[src/rtl/div_pkg.sv]
// Shared definitions for the iterative divider: default operand width,
// FSM state encoding and the step-counter width helper.
package div_pkg;
    localparam int DIV_WIDTH = 32;

    typedef enum logic [1:0] {
        S_IDLE = 2'd0,
        S_RUN  = 2'd1,
        S_FIN  = 2'd2
    } div_state_t;

    function automatic int step_cnt_w(input int width);
        return (width > 1) ? $clog2(width) : 1;
    endfunction
endpackage

[src/rtl/div_step.sv]
// One restoring-division step: shift {rem,q} left by one, subtract the divisor
// from the partial remainder when it fits and shift in the quotient bit.
module div_step
    import div_pkg::*;
#(
    parameter int WIDTH = DIV_WIDTH
) (
    input  logic [2*WIDTH:0] acc,
    input  logic [WIDTH-1:0] dvs,
    output logic [2*WIDTH:0] acc_next
);
    logic [WIDTH+1:0] rem_s;
    logic [WIDTH+1:0] diff;

    // diff sign bit is the borrow: set means the shifted remainder is below the divisor
    always_comb begin
        rem_s = {acc[2*WIDTH:WIDTH], acc[WIDTH-1]};
        diff  = rem_s - {2'b00, dvs};
        if (diff[WIDTH+1]) begin
            acc_next = {rem_s[WIDTH:0], acc[WIDTH-2:0], 1'b0};
        end else begin
            acc_next = {diff[WIDTH:0], acc[WIDTH-2:0], 1'b1};
        end
    end
endmodule

[src/rtl/div_unit.sv]
// Multi-cycle restoring divider for DIV/DIVU: one quotient bit per clock, quotient -> LO, remainder -> HI.
// Define DIV_SIGNED_EN to honour is_signed (magnitude convert in, negate out); otherwise all operands are unsigned.
module div_unit
    import div_pkg::*;
#(
    parameter int WIDTH = DIV_WIDTH
) (
    input  logic             clk,
    input  logic             reset,
    input  logic             start,
    input  logic             is_signed,
    input  logic [WIDTH-1:0] dividend,
    input  logic [WIDTH-1:0] divisor,
    output logic             busy,
    output logic             done,
    output logic [WIDTH-1:0] quotient,
    output logic [WIDTH-1:0] remainder,
    output logic             div_by_zero
);
    localparam int            CW   = step_cnt_w(WIDTH);
    localparam logic [CW-1:0] LAST = CW'(WIDTH - 1);

    div_state_t       state;
    logic [CW-1:0]    cnt;
    logic [2*WIDTH:0] acc;
    logic [2*WIDTH:0] acc_next;
    logic [WIDTH-1:0] dvs;
    logic [WIDTH-1:0] dvd_mag;
    logic [WIDTH-1:0] dvs_mag;
    logic [WIDTH-1:0] q_raw;
    logic [WIDTH-1:0] r_raw;
    logic [WIDTH-1:0] q_fix;
    logic [WIDTH-1:0] r_fix;
    logic [WIDTH-1:0] dz_rem;

    div_step #(.WIDTH(WIDTH)) u_step (
        .acc      (acc),
        .dvs      (dvs),
        .acc_next (acc_next)
    );

    assign q_raw = acc_next[WIDTH-1:0];
    assign r_raw = acc_next[2*WIDTH-1:WIDTH];

`ifdef DIV_SIGNED_EN
    logic dvd_neg;
    logic dvs_neg;
    logic neg_q;
    logic neg_r;

    assign dvd_neg = is_signed & dividend[WIDTH-1];
    assign dvs_neg = is_signed & divisor[WIDTH-1];
    assign dvd_mag = dvd_neg ? (~dividend + 1'b1) : dividend;
    assign dvs_mag = dvs_neg ? (~divisor + 1'b1) : divisor;

    always_ff @(posedge clk) begin
        if (reset) begin
            neg_q <= 1'b0;
            neg_r <= 1'b0;
        end else if (state == S_IDLE && start) begin
            neg_q <= dvd_neg ^ dvs_neg;
            neg_r <= dvd_neg;
        end
    end

    assign q_fix  = neg_q ? (~q_raw + 1'b1) : q_raw;
    assign r_fix  = neg_r ? (~r_raw + 1'b1) : r_raw;
    // re-applying the dividend sign to its magnitude restores the latched dividend
    assign dz_rem = neg_r ? (~acc[WIDTH-1:0] + 1'b1) : acc[WIDTH-1:0];
`else
    logic unused_sign;
    assign unused_sign = is_signed;
    assign dvd_mag     = dividend;
    assign dvs_mag     = divisor;
    assign q_fix       = q_raw;
    assign r_fix       = r_raw;
    assign dz_rem      = acc[WIDTH-1:0];
`endif

    always_ff @(posedge clk) begin
        if (reset) begin
            state       <= S_IDLE;
            cnt         <= '0;
            acc         <= '0;
            dvs         <= '0;
            busy        <= 1'b0;
            done        <= 1'b0;
            quotient    <= '0;
            remainder   <= '0;
            div_by_zero <= 1'b0;
        end else begin
            done <= 1'b0;
            case (state)
                S_IDLE: begin
                    if (start) begin
                        acc         <= {{(WIDTH+1){1'b0}}, dvd_mag};
                        dvs         <= dvs_mag;
                        cnt         <= '0;
                        busy        <= 1'b1;
                        div_by_zero <= 1'b0;
                        state       <= (divisor == '0) ? S_FIN : S_RUN;
                    end
                end
                S_RUN: begin
                    acc <= acc_next;
                    cnt <= cnt + 1'b1;
                    if (cnt == LAST) begin
                        quotient  <= q_fix;
                        remainder <= r_fix;
                        done      <= 1'b1;
                        busy      <= 1'b0;
                        state     <= S_FIN;
                    end
                end
                S_FIN: begin
                    // still busy here only on the divide-by-zero path, which publishes its result now
                    if (busy) begin
                        quotient    <= '1;
                        remainder   <= dz_rem;
                        div_by_zero <= 1'b1;
                        done        <= 1'b1;
                        busy        <= 1'b0;
                    end
                    state <= S_IDLE;
                end
                default: state <= S_IDLE;
            endcase
        end
    end
endmodule

[config.mk]
export PLATFORM = sky130hd
export DESIGN_NAME = div_unit
export DESIGN_NICKNAME = d
export VERILOG_FILES = /design/src/rtl/div_pkg.sv /design/src/rtl/div_step.sv /design/src/rtl/div_unit.sv
export SDC_FILE = /design/constraint.sdc
export NUM_CORES = 1
export LEC_CHECK = 0
export ABC_AREA = 1
export CORE_MARGIN = 2
export CORE_UTILIZATION = 30
export DETAILED_ROUTE_END_ITERATION = 7
export PLACE_DENSITY = 0.57
export RECOVER_POWER = 50
export SETUP_SLACK_MARGIN = 0.3
export SLEW_MARGIN = 25
export SYNTH_ARGS = -nofsm -noshare
export SYNTH_HDL_FRONTEND = slang
export SYNTH_HIERARCHICAL = 1
export SYNTH_SLANG_ARGS = --single-unit
[constraint.sdc]
create_clock -name clk -period 2.2 [get_ports clk]
set_input_delay 0.44 -clock clk [delete_from_list [all_inputs] [get_ports clk]]
set_output_delay 0.44 -clock clk [all_outputs]
set_load 0.01 [all_outputs]
==> metrics.md <==
| Metric | Value |
|---|---|
| Final HPWL DP | ~25 mm |
| Met1 Track Usage GR | 24.88% |
| Post-synthesis cell count | 1598 |
| CP endpoint kind | flop |
| RSZ-0062 raised after global routing | true |
| DRT Wirelength | between 30 and 40 mm |
| Final setup viols | 53 |
| Register Area | 3493 µm² |
| Pleak | between 0.006 and 0.007 µW |
| Placed cells | 2228 |
| Final ANT Viol Nets | 0 |
| Drt first-iter violations | 627 |
| Max incr delay on CP | 330 ps |
| RR Endpoint | remainder[0] |
| Status | complete, but fails checks |
| Syn nets | between 1500 and 2000 |
| Row count | 68 |
| Clock skew | around 19 ps |
| Total global routing track utilization | roughly a fifth |
| M3 GR Usage | 2.749% |
| Commonest non-fill, non-tap cell in the layout | nand2_1 |
| Clock tree buffer depth | 2 |
| Port Buf Inserts | between 100 and 150 |
| Antenna violations before repair | 0 |
| Minimum clock period | 2310 ps |
| Share of synthesized registers carrying an async set or reset | 0% |
| R2R cell count | 14 |
| First-pass GRT wire length | 54.23 mm |
| Startpoint types | flop |
| Busiest grt layer | met2 |
| CP Cell Sequence | inv_2 > ha_4 > inv_4 > nor3_4 > nand2_2 > nor3_4 > nand2_8 > nand2_8 > nand2_8 > buf_12 > nand3_4 > nand2_4 > mux2i_2 > a21oi_1 |
| Drt drc | 0 |
| Nets | ~1900 |
| PwrDens | 739.6 nW/µm² |
| Worst EP arrival | 2640 ps |
| Worst slew pin tran | 851.2 ps |
| Register area share after synthesis | 33.04% |
| Synth Warn # | 6 |
| # fillers | 3482 |
| Top delay family on crit path | simple AND/OR/NAND/NOR gates |
| Distinct cells, synth | 34 |
| Synth Register Bits | roughly 170 |
| Final period util | 105.0% |
| DR vias/cell | approximately 4.8 |
| R2R Path Start | dvs[31] |
| Highest Clock Rate | 432.9 MHz |
| Routability Congestion | 0.9309 |
| Non-filler cells, final | 2288 |
| CP required | 2530 ps |
| Initial DRT Pass Iterations | 5 |
| Min-Delay Path Class | reg -> reg |
| Die Ht | 189.8 µm |
| Worst skew pair latency | roughly 450 ps |
| Most frequent CP cell | nand2_8 |
| Commonest cells after routing, fill and taps aside | 337 x nand2_1, 151 x inv_1, 144 x buf_4 |
| Worst Setup Slack, final | -110.0 ps |
| Max-slew violation count | 0 |
| Hold path depth | 1 |
| Ant diodes | 0 |
| Crit path to | remainder[0] |
| Rel. slew slack | a little over two fifths |
| CTS clk-pin slew, worst paths | ~70 ps |
| Max VDD drop | 0.5736 mV |
| Average cell area after synthesis | 6.484 µm² |
| Setup total negative slack | -2327 ps |
| Critical Path Slowest Stage Cell | dfxtp_2 |
| Crit path max fanout | 8 |
| TritonCTS clock tree | done |
| Max cap viols | 0 |
| Area Overhead vs Synth | 48.03% |
| Core area | 34290 µm² |
| Area occupied by multi-input gates | 6974 µm² |
| Grt total ovfl | 0 |
| Crit. path cell count | 14 |
| CTS root buf | clkbuf_16 |
| Routed WL per cell | 15.70 µm |
| Die width | ~190 µm |
| Vias in the first global route | 10410 |
| Initial Utilization | a little under a third |
| Layout cells sized above 1 | 31.04% |
| Num CTS Buffers | 17 |
| Violated checks | setup timing |
| Bufs and invs on worst path | 3 |
| Die area | between 30000 and 40000 µm² |
| Num ports | 135 |
| Prevailing post-synth register cell | dfxtp_1 |
| H-Tree Depth | 4 |
| Netlist Area Pre-Place | 10360 µm² |
| Crit path launch | dvs[31] |
| Via count | between 10000 and 15000 |
| Number of synthesized flops with an enable pin | 0 |
| R2r setup slk | -110 ps |
| Hold Vio Cnt, Final | 0 |
| WS Path Type | reg -> reg |
| CTS sink cnt | 171 |
| Largest net degree at the start of global routing | 74 |
| GR Util met2 | 32.07% |
==> flip-flops by register name, summed over array words and instances, names as in the netlist <==
name / count
busy: 1
dvs: 32
state: 2
div_by_zero: 1
acc: 65
quotient: 32
remainder: 32
cnt: 5
done: 1
==> kinds of logic (layout without fill, tap and decap cells) <==
family	Yosys count	in the layout	share of synthesized area, %
simple gates	782	783	31.45
buf+inv	292	526	13.01
compound gates	267	267	13.37
flops	171	171	33.04
fa+ha+maj	39	39	4.782
mux	32	32	3.091
xor+xnor	15	15	1.268
==> cell type report <==
type	instances	area share, %
sequential	171	22.78
multi-input combinational	1136	45.47
clock inverter	11	0.8892
timing repair buffer	312	19.64
tap	455	3.712
inverter	184	4.560
clock buffer	19	2.953
==> routing by layer <==
metal  part of all wire, %  up-vias
met1                    47     5138
met2                    48      238
li1                      -     5535
met5                     0        -
met3                   3.6       40
met4                   2.1        0
==> worst register-to-register path, stage by stage (launching register included) <==
cell and delay [ps]:
dfxtp_2 330, inv_2 50, ha_4 270, inv_4 40
nor3_4 170, nand2_2 110, nor3_4 290, nand2_8 110
nand2_8 130, nand2_8 110, buf_12 170, nand3_4 60
nand2_4 60, mux2i_2 190, a21oi_1 100
==> worst min path at each step <==
stage          startpoint  endpoint
6_report           cnt[0]    cnt[0]
5_1_grt            cnt[0]    cnt[0]
4_1_cts            cnt[4]    cnt[4]
3_5_place_dp       cnt[4]    cnt[4]
3_3_place_gp       cnt[4]    cnt[4]
2_1_floorplan      cnt[0]    cnt[0]
==> power by group <==
group / leakage, µW / internal [µW] / switching (µW) / total, µW
clock: 0.000282 / 1740 / 1370 / 3110
combinational: 0.00490 / 1930 / 2400 / 4330
sequential: 0.00142 / 3570 / 336 / 3900
total: 0.00660 / 7240 / 4100 / 11300
==> cell usage after synthesis, types with 6 or more instances <==
cell        n  area, µm²
a21oi_1    97      485.5
a31oi_1    32      200.2
and2_1     11      68.82
buf_2      30      150.1
buf_4      41      307.8
buf_6       8      90.09
clkbuf_1   26      97.59
dfxtp_1   171       3423
ha_1       38      475.5
inv_1     179      671.9
mux2i_1    32      320.3
nand2_1   441       1655
nand2_2    10      62.56
nand3_1    92      460.4
nand4_1     6      37.54
nor2_1    161      604.3
nor3_1     44      220.2
o21ai_0   110      550.5
o21ai_1    25      125.1
xor2_1     14      122.6
==> timing repair <==
item / in CTS / in global routing
hold buffers: 0 / 0
setup endpoints to repair: 67 / 131
pin swaps: 46 / 59
gates resized for setup: 192 / 157
gates cloned: 1 / 11
buffers inserted: 8 / 10
==> stage by stage <==
stage	hold WS, ps	setup WS, ps	util [%]	cell area (µm²)	total power, µW
6_report	460.6	-110.0	44.73	15340	11340
5_1_grt	469.8	-222.3	44.73	15340	11990
4_1_cts	469.6	-40.64	42.20	14470	11050
3_5_place_dp	459.3	-182.0	38.52	13210	7620
3_3_place_gp	452.7	-142.3	38.52	13210	7592
2_1_floorplan	442.6	193.8	-	10710	6112
Power figures use the tool's default switching activity.
